[config.mk]
export PLATFORM = sky130hd
export DESIGN_NAME = ov7670_capture
export DESIGN_NICKNAME = d
export VERILOG_FILES = /design/src/rtl/ov7670_capture_pkg.sv /design/src/rtl/ov7670_byte_pack.sv /design/src/rtl/ov7670_capture.sv
export SDC_FILE = /design/constraint.sdc
export NUM_CORES = 1
export LEC_CHECK = 0
export CAP_MARGIN = 20
export CORE_UTILIZATION = 61
export CTS_BUF_LIST = sky130_fd_sc_hd__clkbuf_8
export DETAILED_ROUTE_END_ITERATION = 7
export PLACE_DENSITY = 0.87
export SYNTH_ARGS = -nofsm -noshare
export SYNTH_HDL_FRONTEND = slang
export SYNTH_SLANG_ARGS = --single-unit
[constraint.sdc]
create_clock -name ov7670_pclk -period 2.9 [get_ports ov7670_pclk]
set_input_delay 0.58 -clock ov7670_pclk [delete_from_list [all_inputs] [get_ports ov7670_pclk]]
set_output_delay 0.58 -clock ov7670_pclk [all_outputs]
set_load 0.005 [all_outputs]
[src/rtl/ov7670_capture_pkg.sv]
// rtl/ov7670_capture_pkg.sv - shared constants, FSM states and RGB565 field helpers for OV7670 capture
package ov7670_capture_pkg;

  // Common sensor resolutions
  localparam int VGA_H_ACTIVE  = 640;
  localparam int VGA_V_ACTIVE  = 480;
  localparam int QVGA_H_ACTIVE = 320;
  localparam int QVGA_V_ACTIVE = 240;

  typedef enum logic [1:0] {
    ST_IDLE    = 2'd0,
    ST_WAIT_VS = 2'd1,
    ST_SYNC    = 2'd2,
    ST_ACTIVE  = 2'd3
  } cap_state_t;

  // RGB565 field extraction
  function automatic logic [4:0] rgb565_red(input logic [15:0] p);
    return p[15:11];
  endfunction

  function automatic logic [5:0] rgb565_green(input logic [15:0] p);
    return p[10:5];
  endfunction

  function automatic logic [4:0] rgb565_blue(input logic [15:0] p);
    return p[4:0];
  endfunction

endpackage

[src/rtl/ov7670_byte_pack.sv]
// rtl/ov7670_byte_pack.sv - pairs consecutive line bytes into 16-bit RGB565 pixels
module ov7670_byte_pack
  import ov7670_capture_pkg::*;
(
  input  logic        clk,
  input  logic        rst_n,
  input  logic        en,
  input  logic        hr,
  input  logic [7:0]  d,
  output logic        pix_valid,
  output logic [15:0] pix
);

  logic       phase;
  logic [7:0] hi;

  // Toggle phase per byte while the line is valid; hold the first byte of each pair
  always_ff @(posedge clk or negedge rst_n) begin
    if (!rst_n) begin
      phase <= 1'b0;
      hi    <= 8'd0;
    end else if (en && hr) begin
      phase <= ~phase;
      if (!phase) hi <= d;
    end else begin
      phase <= 1'b0;
    end
  end

  // Second byte of a pair completes the pixel in the same cycle
  assign pix_valid = en & hr & phase;
  assign pix       = {hi, d};

endmodule

[src/rtl/ov7670_capture.sv]
// rtl/ov7670_capture.sv - OV7670 frame capture: sync FSM, pixel addressing and frame-buffer writes
module ov7670_capture
  import ov7670_capture_pkg::*;
#(
  parameter int H_ACTIVE   = VGA_H_ACTIVE,
  parameter int V_ACTIVE   = VGA_V_ACTIVE,
  parameter int ADDR_WIDTH = 19
) (
  input  logic                  ov7670_pclk,
  input  logic                  rst_n,
  input  logic                  ov7670_vsync,
  input  logic                  ov7670_href,
  input  logic [7:0]            ov7670_data,
  input  logic                  enable,
  output logic                  we,
  output logic [ADDR_WIDTH-1:0] addr,
  output logic [15:0]           pixel,
  output logic                  frame_done,
  output logic [7:0]            frame_count,
  output logic                  overflow
);

  localparam int XW = $clog2(H_ACTIVE + 1);
  localparam int YW = $clog2(V_ACTIVE + 1);
  localparam logic [XW-1:0]         X_LIM     = XW'(H_ACTIVE);
  localparam logic [YW-1:0]         Y_LIM     = YW'(V_ACTIVE);
  localparam logic [ADDR_WIDTH-1:0] LINE_STEP = ADDR_WIDTH'(H_ACTIVE);

  logic                  vs_r, hr_r, vs_q, hr_q;
  logic [7:0]            d_r;
  cap_state_t            state, state_nxt;
  logic [XW-1:0]         x;
  logic [YW-1:0]         y;
  logic [ADDR_WIDTH-1:0] line_base;
  logic                  line_seen;
  logic                  vs_rise, vs_fall, hr_fall;
  logic                  in_active, pack_en, frame_start, frame_end, in_window;
  logic                  pix_fire;
  logic [15:0]           pix;

  // Register the sensor pins once, plus one more stage of vsync/href for edge detection
  always_ff @(posedge ov7670_pclk or negedge rst_n) begin
    if (!rst_n) begin
      vs_r <= 1'b0;
      hr_r <= 1'b0;
      d_r  <= 8'd0;
      vs_q <= 1'b0;
      hr_q <= 1'b0;
    end else begin
      vs_r <= ov7670_vsync;
      hr_r <= ov7670_href;
      d_r  <= ov7670_data;
      vs_q <= vs_r;
      hr_q <= hr_r;
    end
  end

  assign vs_rise     = vs_r & ~vs_q;
  assign vs_fall     = ~vs_r & vs_q;
  assign hr_fall     = hr_q & ~hr_r;
  assign in_active   = (state == ST_ACTIVE);
  // A vsync rise ends the frame at once, so a half-built pixel on that cycle is dropped
  assign pack_en     = in_active & ~vs_rise;
  assign frame_start = (state == ST_SYNC) & vs_fall;
  assign frame_end   = in_active & vs_rise;
  assign in_window   = (x < X_LIM) && (y < Y_LIM);

  ov7670_byte_pack u_pack (
    .clk       (ov7670_pclk),
    .rst_n     (rst_n),
    .en        (pack_en),
    .hr        (hr_r),
    .d         (d_r),
    .pix_valid (pix_fire),
    .pix       (pix)
  );

  // FSM state register
  always_ff @(posedge ov7670_pclk or negedge rst_n) begin
    if (!rst_n) state <= ST_IDLE;
    else        state <= state_nxt;
  end

  // FSM next state; enable only matters when idle or at the end of a captured frame
  always_comb begin
    state_nxt = state;
    case (state)
      ST_IDLE:    if (enable)  state_nxt = ST_WAIT_VS;
      ST_WAIT_VS: if (vs_rise) state_nxt = ST_SYNC;
      ST_SYNC:    if (vs_fall) state_nxt = ST_ACTIVE;
      ST_ACTIVE:  if (vs_rise) state_nxt = enable ? ST_SYNC : ST_IDLE;
      default:    state_nxt = ST_IDLE;
    endcase
  end

  // Pixel/line position; line_base steps by an add so no multiplier is needed
  always_ff @(posedge ov7670_pclk or negedge rst_n) begin
    if (!rst_n) begin
      x         <= '0;
      y         <= '0;
      line_base <= '0;
      line_seen <= 1'b0;
    end else if (frame_start) begin
      x         <= '0;
      y         <= '0;
      line_base <= '0;
      line_seen <= 1'b0;
    end else if (in_active) begin
      if (pix_fire && (x < X_LIM)) x <= x + 1'b1;
      if (hr_r) begin
        line_seen <= 1'b1;
      end else begin
        line_seen <= 1'b0;
        if (hr_fall && line_seen) begin
          x <= '0;
          if (y < Y_LIM) begin
            y         <= y + 1'b1;
            line_base <= line_base + LINE_STEP;
          end
        end
      end
    end
  end

  // Frame-buffer write port, frame counter and sticky clip flag
  always_ff @(posedge ov7670_pclk or negedge rst_n) begin
    if (!rst_n) begin
      we          <= 1'b0;
      addr        <= '0;
      pixel       <= 16'd0;
      frame_done  <= 1'b0;
      frame_count <= 8'd0;
      overflow    <= 1'b0;
    end else begin
      we         <= pix_fire & in_window;
      frame_done <= frame_end;
      if (frame_end) frame_count <= frame_count + 8'd1;
      if (pix_fire && in_window) begin
        addr  <= line_base + ADDR_WIDTH'(x);
        pixel <= pix;
      end
      if (frame_start)                 overflow <= 1'b0;
      else if (pix_fire && !in_window) overflow <= 1'b1;
    end
  end

endmodule

==> results of run 1 <==
==> cell usage after synthesis (2+ instances only) <==
cell and count:
mux2_4 7, buf_2 5, xnor2_1 22, and2_1 4, clkbuf_1 3, nand3_1 7, ha_1 7, nor2_1 27
nor2_2 2, nor2b_1 4, and3_1 8, o21ai_0 10, and4_1 3, mux2_2 26, buf_4 3, nand4_1 8
buf_6 3, o21ai_1 6, mux2i_1 5, dfrtp_1 101, or3_1 3, inv_1 3, nor3_1 5, xor2_1 13
a31oi_1 2, a21oi_1 19, nand2_1 35
==> registers in the layout, indices dropped and copies added, names as in the netlist, 2 cells and up <==
signal / flops
addr: 19
pixel: 16
u_pack.hi: 8
frame_count: 8
y: 9
d_r: 8
state: 2
line_base: 12
x: 10
==> cells in the final DEF (no fill, tap or decap), types with 8 or more instances in the layout <==
cell type and instances:
dfrtp_1 101, clkdlybuf4s50_1 57, nand2_1 35, nor2_1 27, mux2_2 26, xnor2_1 22
a21oi_1 19, xor2_1 13, o21ai_0 10, clkbuf_8 9, nand4_1 8, and3_1 8
==> power by group through the flow <==
stage          Combinational, mW  Sequential, mW  Clock (mW)
3_5_place_dp               0.979            1.95           0
6_report                   0.982            1.93       0.888
5_1_grt                     1.08            1.97       0.969
2_1_floorplan              0.571            1.88           0
4_1_cts                    0.992            1.93       0.908
3_3_place_gp               0.941            1.93           0
==> metrics by stage <==
step	cells	util
after floorplan	359	-
after global placement	502	0.727
after detailed placement	502	0.727
after CTS	518	0.756
after global routing	518	0.756
final	518	0.756
==> layer usage <==
layer	global-route usage	wire length, um	part of all wire	vias to the layer above
met5	0	0	0	-
met1	0.299	3520	0.45	1419
met2	0.392	3930	0.50	67
met4	0.0742	85	0.011	0
li1	-	-	-	1355
met3	0.0676	343	0.044	9
==> area by class of cell <==
class / count / area (um^2) / area share
multi-input combinational: 240 / 1690 / 0.327
inverter: 3 / 11.3 / 0.00218
tap: 96 / 120 / 0.0232
timing repair buffer: 62 / 621 / 0.120
sequential: 101 / 2530 / 0.489
clock inverter: 7 / 75.1 / 0.0145
clock buffer: 9 / 124 / 0.0240
==> final timing paths <==
path	start	end	slack (ns)	cells after the start
max	state[1]$_DFFE_PN0P_	addr[17]$_DFFE_PN0P_	0.65	6
min	rst_n	d_r[2]$_DFF_PN0_	0.23	1
max reg2reg	state[1]$_DFFE_PN0P_	addr[17]$_DFFE_PN0P_	0.65	6
min reg2reg	vs_r$_DFF_PN0_	vs_q$_DFF_PN0_	0.47	0
max in group asynchronous	rst_n	x[7]$_DFFE_PN0N_	2.00	2
min in group ov7670_pclk	vs_r$_DFF_PN0_	vs_q$_DFF_PN0_	0.47	0
==> logic make-up after synthesis <==
kind of cell	synth area share
mux	0.104
compound gates	0.0570
fa+ha+maj	0.0203
xor+xnor	0.0709
simple gates	0.139
buf+inv	0.0249
flops	0.584
==> qor.yml, run 1 <==
outcome:
  outcome: "completed"
sta:
  hold_viol: 0
  rsz0062_at_grt: "no"
  finalSetupViolations: 0
  max-slew-margin-rel: 0.457
  worst_pin_slew_ns: 0.814
  fin_ws_ns: 0.653
  finalCriticalPeriod_ns: 2.25
  skew_ns: 0.0177
  whs_ns: 0.234
  fin_crit_sh: 0.775
  finalSetupTns_ns: 0
  max_freq_mhz: 445
  drv_slew: 0
clock_network:
  cts_tree: "built"
  hold_buffers: 0
  cts_root_buffer: "clkbuf_8"
  clockBufferDepth: 2
  numClockSinks: 101
  h-tree-depth: 3
  postCtsSetupRepairBufs: 0
  insertion_delay_ns: 0.39
  postCtsResizedCells: 0
  clk_pin_slew_ns: 0.11
  cts-buffers-inserted: 9
place:
  gp_routability_congestion: 0.809
  portBuffers: 58
  dp_slack_ns: 0.689
  placed_cell_area_um2: 4970
  dpl.hpwl_um: 5330
pwr:
  comb_power_share: 0.258
  p_switching_mw: 1.19
  power_frac_seq: 0.508
  p_sw_frac: 0.313
  powerDensity_nw_per_um2: 735
  ir_drop_uv: 596
  pwr-share-clk: 0.234
  intPower_mw: 2.61
  power_mw: 3.80
  total_leakage_power_nw: 2.31
grt:
  antenna_found_initial: 0
  grt_pass1_vias: 2866
  grt_pass1_wl_um: 13300
  grt_usage: 0.235
  grt.overflow.total: 0
  grt_max_degree: 58
final_layout:
  final_area_um2: 5170
  antenna_cells: 0
  layout-area-overhead-vs-synth_pct: 19.5
  fin_nets: 437
  fillCellCount: 487
  drive_gt1_frac: 0.147
floorplan:
  die_x_um: 86.2
  fp.dieArea_um2: 7430
  start_util: 0.633
  num_rows: 30
  core_um2: 6830
  die_h_um: 86.2
  ios: 59
synth:
  syn_area_per_cell_um2: 12.0
  synth_edf_count: 0
  synth-main-ff-cell: "dfrtp_1"
  syn_inst: 359
  synth.cell_area_um2: 4320
  synth_nets: 379
  synth_cell_types: 45
  yosysTopAreaCellShare: 0.584
  synthArstFlopShare: 1.00
  synth_seq_area_share: 0.584
  synthTopCellsByArea: "dfrtp_1 (58%), mux2_2 (6.8%), xnor2_1 (4.5%)"
  yosysWarnings: 0
  yosysTopAreaCell: "dfrtp_1"
  ys_ff_latch: 101
route:
  drt-vias-per-instance: 5.50
  wl_um: 7880
  dr.pass1.iters: 6
  vias: 2850
  drt_iter0_drc: 101
  antenna_left: 0
  wire_per_inst_um: 15.2
  drc: 0
worst_setup_path:
  crit_chain: "and2_1 -> and4_1 -> nand2_2 -> buf_4 -> nand2_1 -> o21ai_0"
  worst-path-buf-inv: 1
  startpoint_type: "flip-flop"
  cp.arrival_ns: 2.51
  crit_fanout: 26
  cp_top_family: "simple AND/OR/NAND/NOR gates"
  slowest_stage: "dfrtp_1"
  cp_data_required_time_ns: 3.16
  critical_path_class: "flip-flop to flip-flop"
  critPathCaptureType: "flip-flop"
  cp_slowest_stage_delay_ns: 0.51
hold_path:
  min_path_type: "input pin to async pin"
run:
  maxCapViolations: 0
(Power assumes the default switching activity.)
==> run 2, diff against run 1 <==
- CORE_UTILIZATION: 61 -> 51
- PLACE_DENSITY: 0.87 -> 0.78
- clock period: 2.9 -> 2.04 ns (I/O delays scaled with it)
==> run 2 against run 1 <==
Compared with the run above: sequential power is 41% higher; clock skew shrank 0.0071 ns; hold slack better by 0.22 ns; register-to-register slack worse by 0.45 ns.
==> qor.yml, run 2 (same netlist as run 1, synthesis figures left out) <==
outcome:
  outcome: "completed"
hold_path:
  min_path_type: "flip-flop to flip-flop"
  worstHoldPathCells: 0
  min_to: "vs_q$_DFF_PN0_"
  hp-start: "vs_r$_DFF_PN0_"
clock_network:
  cts_root_buffer: "clkbuf_8"
  h-tree-depth: 3
  numClockSinks: 101
  insertion_delay_ns: 0.36
  clockBufferDepth: 2
  postCtsResizedCells: 0
  cts-buffers-inserted: 9
  cts_tree: "built"
  clk_pin_slew_ns: 0.09
run:
  maxCapViolations: 0
worst_setup_path:
  critPathCaptureType: "flip-flop"
  regToRegSetupSlack_ns: 0.20
  cp_slowest_stage_delay_ns: 0.58
  slowest_stage: "or4_1"
  startpoint_type: "flip-flop"
  cp.arrival_ns: 2.08
  crit_fanout: 8
  r2r_cells: 5
  critical_path_class: "flip-flop to flip-flop"
  r2r-end: "x[8]$_DFFE_PN0N_"
  rr_startpoint: "state[1]$_DFFE_PN0P_"
  crit_chain: "and2_1 -> nand4_1 -> or4_1 -> a21oi_1 -> o22ai_1"
  cp_data_required_time_ns: 2.28
sta:
  skew_ns: 0.0107
  max-slew-margin-rel: 0.587
  max_freq_mhz: 543
  fin_ws_ns: 0.200
  finalSetupTns_ns: 0
  hold_viol: 0
  fin_crit_sh: 0.902
  finalSetupViolations: 0
  finalCriticalPeriod_ns: 1.84
  rsz0062_at_grt: "no"
  worst_pin_slew_ns: 0.616
  drv_slew: 0
route:
  wire_per_inst_um: 14.1
  drc: 0
  wl_um: 7510
  drt_iter0_drc: 81
  vias: 2773
  drt-vias-per-instance: 5.19
  dr.pass1.iters: 4
  antenna_left: 0
pwr:
  powerDensity_nw_per_um2: 1010
  p_switching_mw: 1.56
  intPower_mw: 3.73
  p_sw_frac: 0.295
  comb_power_share: 0.263
  pwr-share-clk: 0.221
  power_frac_seq: 0.516
  total_leakage_power_nw: 2.34
  ir_drop_uv: 708
grt:
  grt_pass1_vias: 2878
  grt_usage: 0.194
  grt.overflow.total: 0
  grt_pass1_wl_um: 13200
  antenna_found_initial: 0
  grt_max_degree: 41
floorplan:
  start_util: 0.526
  ios: 59
  die_h_um: 94.1
  fp.dieArea_um2: 8850
  core_um2: 8220
  num_rows: 33
  die_x_um: 94.1
final_layout:
  layout_commonest_cell: "dfrtp_1"
  layout-area-overhead-vs-synth_pct: 20.6
  largest_reg_flops: 19
  antenna_cells: 0
  regMostFlops: "addr"
  final_cell_mix: "dfrtp_1 (101), clkdlybuf4s50_1 (57), nand2_1 (35)"
  reg_top3: "addr x19, pixel x16, line_base x12"
  drive_gt1_frac: 0.159
  fin_nets: 444
place:
  dpl.hpwl_um: 5360
  gp_routability_congestion: 0.785
  portBuffers: 58
  dp_slack_ns: 0.234
[run 2: final cells by class]
type                    count  area (um^2)
inverters                   3         11.3
fillers                   633         3000
multi-input cells         240         1690
well taps                 105          131
clock buffers              10          138
repair buffers             69          676
flip-flops and latches    101         2530
clock inverters             6         43.8
[run 2: metrics by stage]
stage	hold WS (ns)	power (mW)	cells	utilization	cell area [um^2]
after floorplan	0.112	3.48	359	-	4320
after global placement	0.317	4.10	517	0.612	5020
after detailed placement	0.321	4.17	517	0.612	5020
after CTS	0.446	5.35	534	0.635	5220
after global routing	0.461	5.61	534	0.635	5220
final	0.450	5.28	534	0.635	5220
[run 2: worst max path at each step]
stage	from	endpoint	slack, ns	cells past startpoint
detailed placement	state[1]$_DFFE_PN0P_	x[8]$_DFFE_PN0N_	0.23	5
global route	x[7]$_DFFE_PN0N_	x[8]$_DFFE_PN0N_	0.04	5
global placement	state[0]$_DFFE_PN0P_	x[8]$_DFFE_PN0N_	0.28	5
finish	state[1]$_DFFE_PN0P_	x[8]$_DFFE_PN0N_	0.20	5
CTS	state[0]$_DFFE_PN0P_	x[8]$_DFFE_PN0N_	0.22	5
floorplan	state[0]$_DFFE_PN0P_	addr[1]$_DFFE_PN0P_	0.29	8
[run 2: worst max-delay path: cells and delay by family (launching register included)]
kind	cells	cell delay, ns
and+or+nand+nor	3	0.96
DFF	1	0.50
AOI/OAI and AO/OA	2	0.26
[run 2: per-layer routing]
metal,global-route usage,wire (um)
met2,0.309,3450
met4,0.0833,113
met1,0.252,3580
met3,0.0477,366
met5,0,0
[run 2: power groups by stage]
stage	Combinational, mW	Sequential, mW	Clock, mW
6_report	1.39	2.72	1.17
5_1_grt	1.54	2.79	1.28
4_1_cts	1.41	2.73	1.20
3_5_place_dp	1.41	2.76	0
3_3_place_gp	1.36	2.74	0
2_1_floorplan	0.812	2.67	0
[run 2: repair_timing]
item,CTS,global route
endpoints found under the hold margin,18,0
setup buffers,0,0
hold buffers,1,0
